## src/rtl/mem_arbiter.sv

```systemverilog
// Arbitrates one MMU port between instruction fetch and data accesses.
// Data beats fetch; each access takes one cycle and all outputs are registered.
module mem_arbiter (
  input  logic        clk_i,
  input  logic        rst_i,
  input  logic        if_req_i,
  input  logic [31:0] if_addr_i,
  output logic [31:0] if_rdata_o,
  output logic        if_ready_o,
  input  logic        mem_req_i,
  input  logic        mem_we_i,
  input  logic [31:0] mem_addr_i,
  input  logic [31:0] mem_wdata_i,
  input  logic [1:0]  mem_size_i,
  input  logic        mem_unsigned_i,
  output logic [31:0] mem_rdata_o,
  output logic        mem_ready_o,
  output logic        mem_misalign_o,
  output logic        busy_o,
  output logic        mmu_read_o,
  output logic        mmu_write_o,
  output logic [31:0] mmu_addr_o,
  output logic [31:0] mmu_wdata_o,
  output logic [4:0]  mmu_bytemode_o,
  input  logic [31:0] mmu_rdata_i
);

  typedef enum logic [1:0] {
    ST_IDLE  = 2'b00,
    ST_D_ACC = 2'b01,
    ST_I_ACC = 2'b10
  } state_e;

  state_e      state_q, state_d;
  logic [31:0] if_rdata_q, if_rdata_d;
  logic        if_ready_q, if_ready_d;
  logic [31:0] mem_rdata_q, mem_rdata_d;
  logic        mem_ready_q, mem_ready_d;
  logic        mem_misalign_q, mem_misalign_d;
  logic        mmu_read_q, mmu_read_d;
  logic        mmu_write_q, mmu_write_d;
  logic [31:0] mmu_addr_q, mmu_addr_d;
  logic [31:0] mmu_wdata_q, mmu_wdata_d;
  logic [4:0]  mmu_bytemode_q, mmu_bytemode_d;
  logic        mem_bad_s;
  logic [4:0]  mem_bm_s;
  logic [1:0]  unused_if_addr_lsb;

  function automatic logic is_misaligned(input logic [1:0] size, input logic [1:0] lsb);
    logic bad;
    bad = 1'b0;
    case (size)
      2'b00:   bad = 1'b0;
      2'b01:   bad = lsb[0];
      default: bad = (lsb != 2'b00);
    endcase
    return bad;
  endfunction

  // Size 11 behaves as a word; the unsigned flag only applies to sub-word loads.
  function automatic logic [4:0] data_bytemode(input logic [1:0] size, input logic [1:0] lsb,
                                               input logic uns, input logic we);
    logic       u;
    logic [3:0] lanes;
    logic [4:0] bm;
    u     = uns & ~we;
    lanes = 4'b0001;
    bm    = 5'b01111;
    case (size)
      2'b00: begin
        case (lsb)
          2'b00:   lanes = 4'b0001;
          2'b01:   lanes = 4'b0010;
          2'b10:   lanes = 4'b0100;
          default: lanes = 4'b1000;
        endcase
        bm = {u, lanes};
      end
      2'b01:   bm = {u, (lsb[1] ? 4'b1100 : 4'b0011)};
      default: bm = 5'b01111;
    endcase
    return bm;
  endfunction

  assign mem_bad_s          = is_misaligned(mem_size_i, mem_addr_i[1:0]);
  assign mem_bm_s           = data_bytemode(mem_size_i, mem_addr_i[1:0], mem_unsigned_i, mem_we_i);
  assign unused_if_addr_lsb = if_addr_i[1:0];

  // Next-state and next-output logic; requests are only looked at in IDLE and on D_ACC exit.
  always_comb begin
    state_d        = state_q;
    if_rdata_d     = if_rdata_q;
    if_ready_d     = 1'b0;
    mem_rdata_d    = mem_rdata_q;
    mem_ready_d    = 1'b0;
    mem_misalign_d = 1'b0;
    mmu_read_d     = 1'b0;
    mmu_write_d    = 1'b0;
    mmu_addr_d     = mmu_addr_q;
    mmu_wdata_d    = mmu_wdata_q;
    mmu_bytemode_d = mmu_bytemode_q;
    case (state_q)
      ST_IDLE: begin
        if (mem_req_i) begin
          if (mem_bad_s) begin
            mem_ready_d    = 1'b1;
            mem_misalign_d = 1'b1;
          end else begin
            state_d        = ST_D_ACC;
            mmu_read_d     = ~mem_we_i;
            mmu_write_d    = mem_we_i;
            mmu_addr_d     = mem_addr_i;
            mmu_wdata_d    = mem_wdata_i;
            mmu_bytemode_d = mem_bm_s;
          end
        end else if (if_req_i) begin
          state_d        = ST_I_ACC;
          mmu_read_d     = 1'b1;
          mmu_addr_d     = {if_addr_i[31:2], 2'b00};
          mmu_bytemode_d = 5'b01111;
        end else begin
          state_d = ST_IDLE;
        end
      end
      ST_D_ACC: begin
        mem_ready_d = 1'b1;
        if (mmu_read_q) begin
          mem_rdata_d = mmu_rdata_i;
        end else begin
          mem_rdata_d = mem_rdata_q;
        end
        if (if_req_i) begin
          state_d        = ST_I_ACC;
          mmu_read_d     = 1'b1;
          mmu_addr_d     = {if_addr_i[31:2], 2'b00};
          mmu_bytemode_d = 5'b01111;
        end else begin
          state_d = ST_IDLE;
        end
      end
      ST_I_ACC: begin
        if_rdata_d = mmu_rdata_i;
        if_ready_d = 1'b1;
        state_d    = ST_IDLE;
      end
      default: begin
        state_d = ST_IDLE;
      end
    endcase
  end

  // State and output registers with synchronous reset.
  always_ff @(posedge clk_i) begin
    if (rst_i) begin
      state_q        <= ST_IDLE;
      if_rdata_q     <= 32'h0000_0000;
      if_ready_q     <= 1'b0;
      mem_rdata_q    <= 32'h0000_0000;
      mem_ready_q    <= 1'b0;
      mem_misalign_q <= 1'b0;
      mmu_read_q     <= 1'b0;
      mmu_write_q    <= 1'b0;
      mmu_addr_q     <= 32'h0000_0000;
      mmu_wdata_q    <= 32'h0000_0000;
      mmu_bytemode_q <= 5'b00000;
    end else begin
      state_q        <= state_d;
      if_rdata_q     <= if_rdata_d;
      if_ready_q     <= if_ready_d;
      mem_rdata_q    <= mem_rdata_d;
      mem_ready_q    <= mem_ready_d;
      mem_misalign_q <= mem_misalign_d;
      mmu_read_q     <= mmu_read_d;
      mmu_write_q    <= mmu_write_d;
      mmu_addr_q     <= mmu_addr_d;
      mmu_wdata_q    <= mmu_wdata_d;
      mmu_bytemode_q <= mmu_bytemode_d;
    end
  end

  assign if_rdata_o     = if_rdata_q;
  assign if_ready_o     = if_ready_q;
  assign mem_rdata_o    = mem_rdata_q;
  assign mem_ready_o    = mem_ready_q;
  assign mem_misalign_o = mem_misalign_q;
  assign busy_o         = (state_q != ST_IDLE);
  assign mmu_read_o     = mmu_read_q;
  assign mmu_write_o    = mmu_write_q;
  assign mmu_addr_o     = mmu_addr_q;
  assign mmu_wdata_o    = mmu_wdata_q;
  assign mmu_bytemode_o = mmu_bytemode_q;

endmodule
```

## config.mk

```make
export PLATFORM = sky130hd
export DESIGN_NAME = mem_arbiter
export DESIGN_NICKNAME = d
export VERILOG_FILES = /design/src/rtl/mem_arbiter.sv
export SDC_FILE = /design/constraint.sdc
export NUM_CORES = 1
export LEC_CHECK = 0
export BUFFER_PORTS_ARGS = -buffer_cell sky130_fd_sc_hd__buf_4
export CAP_MARGIN = 20
export CORE_AREA = 2 2 109 111
export CTS_BUF_LIST = sky130_fd_sc_hd__clkbuf_4
export DETAILED_ROUTE_END_ITERATION = 8
export DIE_AREA = 0 0 111 113
export GPL_ROUTABILITY_DRIVEN = 0
export PLACE_DENSITY = 0.95
export SYNTH_ARGS = -nofsm -noshare
export SYNTH_HDL_FRONTEND = slang
export SYNTH_SLANG_ARGS = --single-unit
```

## constraint.sdc

```tcl
create_clock -name clk_i -period 4.8 [get_ports clk_i]
set_input_delay 0.48 -clock clk_i [delete_from_list [all_inputs] [get_ports clk_i]]
set_output_delay 0.48 -clock clk_i [all_outputs]
set_load 0.02 [all_outputs]
```

==> metrics.md <==
| Metric | Value |
|---|---|
| Setup TNS | 0 ns |
| Synth Instances | 689 |
| Async SR Flop Fraction | 0 |
| Clk buf depth | 2 |
| Hold Buf Count CTS | 0 |
| Most frequent cells in the layout | buf_4 (279), nand2_1 (194), dfxtp_1 (140), a21oi_1 (127), o21ai_0 (33) |
| Max IR drop VDD | roughly 240 uV |
| Via/cell ratio | 5.21 |
| Startpoint types | primary input |
| Final net count | 1067 |
| Hpwl dp | 12.0 mm |
| Clock Latency Late Sink | 0.54 ns |
| # clock sinks | 140 |
| Run status | complete, but fails checks |
| Post-synthesis cell area | roughly 0.0057 mm2 |
| Synth Register Bits | 140 |
| Crit-path max FO | 34 |
| CP Class | in -> reg |
| TritonRoute pass-1 iters | 9 |
| Port Buffers | 272 |
| Dpl ws | 1.56 ns |
| Hold Vio Cnt, Final | 0 |
| DR iter-0 viols | about 400 |
| Largest net degree at the start of global routing | 87 |
| Root buf cell | clkbuf_4 |
| Final worst slack | 2.08 ns |
| Least-Margin Pin Slew | 1.06 ns |
| Final Slew Violations | 0 |
| Yosys cell types | 33 |
| First-pass GRT wire length | 26.5 mm |
| Tot GR Track Use | 0.263 |
| Failing checks | design-rule violations |
| CTS clk-pin slew, worst paths | around 0.11 ns |
| # diodes | 0 |
| Final WL | 17.0 mm |
| CP arrival | 3.14 ns |
| Die footprint | 0.0125 mm2 |
| Power density cells | 299 mW/mm2 |
| Critical path capture point type | flop |
| Starting Density | 0.504 |
| Pleak | 3.52 nW |
| DR WL/cell | ~16 um |
| Placed Instances | between 1000 and 1500 |
| Vias post-DR | 5650 |
| Core area | ~0.011 mm2 |
| RSZ-0062 raised after global routing | false |
| I/O Pins | 275 |
| Fraction of layout cells with a size suffix above 1 | 0.370 |
| Total power | 2.39 mW |
| Die Span X | 111 um |
| Max-cap violations | 0 |
| Row count | 39 |
| Setup bufs post-CTS | 0 |
| Post-synth top flop | dfxtp_1 |
| CTS buffer count | 17 |
| Yosys warns | 0 |
| Final Non-Filler Cells | 1085 |
| Max Freq | 0.368 GHz |
| Initial antenna violation count | 0 |
| Post-synth EDFFs | 0 |
| Sequential share of the synthesized area | 0.493 |
| Final hold slack | 0.182 ns |
| Min cycle time layout | 2.72 ns |
| Drc violations | 1 |
| Max Clock Skew | about 0.023 ns |
| Min-Delay Path Class | in -> reg |
| Max-slew headroom | 0.293 |
| Die Ht | 113 um |
| Synthesized Nets | 825 |
| Vias in the first global route | 5473 |
| Routed Antenna Nets | 0 |
| # H-tree levels | 4 |
| Layout area overhead | 40.6% |
| Syn Area/Cell | 8.24 um2 |
| Commonest non-fill, non-tap cell in the layout | buf_4 |
| Endpoints failing setup | 0 |
| Fin crit share | 0.567 |
| Cts repair resizes | 0 |
| Remaining global-route overflow | 0 |
| CTS tree | built |
| CP required | approximately 5.2 ns |
-- path summary, 6_finish.rpt --
kind                                  end  cells after the start                    startpoint  slack (ns)
max           mmu_addr_o[31]$_SDFFE_PP0P_                      5                     mem_req_i        2.08
max reg2reg   mmu_addr_o[31]$_SDFFE_PP0P_                      3       state_q[0]$_SDFFE_PP0P_        2.54
min          mmu_wdata_o[10]$_SDFFE_PP0P_                      3               mem_wdata_i[10]        0.18
min reg2reg  mem_rdata_o[15]$_SDFFE_PP0P_                      2  mem_rdata_o[15]$_SDFFE_PP0P_        0.46
-- registers in the layout, summed over array words and instances (netlist names) --
register / cells
if_rdata_o: 32
if_ready_o: 1
mem_misalign_o: 1
mem_rdata_o: 32
mem_ready_o: 1
mmu_addr_o: 32
mmu_bytemode_o: 5
mmu_read_o: 1
mmu_wdata_o: 32
mmu_write_o: 1
state_q: 2
-- layer usage --
layer  GRT usage  routed length (um)  up-vias  share of wire
met5           0                   0        -              0
met4       0.138                 570        0          0.034
met3      0.0739                1110       46          0.066
met2       0.459                8800      231           0.52
met1       0.293                6520     2608           0.38
li1            -                   -     2765              -
-- area by class of cell --
type	instances	area (um2)
Fill cell	864	3290
Timing Repair Buffer	282	2150
Clock buffer	19	143
Multi-Input combinational cell	484	2610
Clock inverter	11	78.8
Inverter	6	22.5
Sequential cell	140	2800
Tap cell	143	179
-- critical path: stages --
cell and delay (ns):
buf_4 0.31, inv_1 0.48, nor4_1 0.51, or3_2 0.91, mux2_2 0.43
-- where the power goes --
group          internal [mW]  switching [mW]  total [mW]
sequential              1.22          0.0304        1.25
combinational          0.235           0.254       0.488
clock                  0.252           0.395       0.647
-- through the flow --
stage / instance area (um2) / utilization
6_report: 7980 / 0.708
5_1_grt: 7980 / 0.708
4_1_cts: 7940 / 0.705
3_5_place_dp: 7720 / 0.685
3_3_place_gp: 7700 / 0.684
2_1_floorplan: 5680 / -
-- cells in the mapped netlist (6+ instances only) --
cell / instances / area share
buf_2: 9 / 0.0079
inv_1: 6 / 0.0040
a21oi_1: 127 / 0.11
nand2_1: 194 / 0.13
dfxtp_1: 140 / 0.49
nand3_1: 30 / 0.026
nor2b_1: 34 / 0.037
nand2b_1: 6 / 0.0066
clkbuf_1: 41 / 0.027
o21ai_0: 33 / 0.029
mux2_4: 25 / 0.066
-- kinds of logic (layout without fill, tap and decap cells) --
family	Yosys count	count (layout)	synth area share
AND/OR/NAND/NOR	283	283	0.218
AO/OA/AOI/OAI	171	171	0.163
buffers and inverters	65	318	0.0496
multiplexers	30	30	0.0760
flip-flops	140	140	0.493
Note: power is estimated with default switching activity, not from simulation.
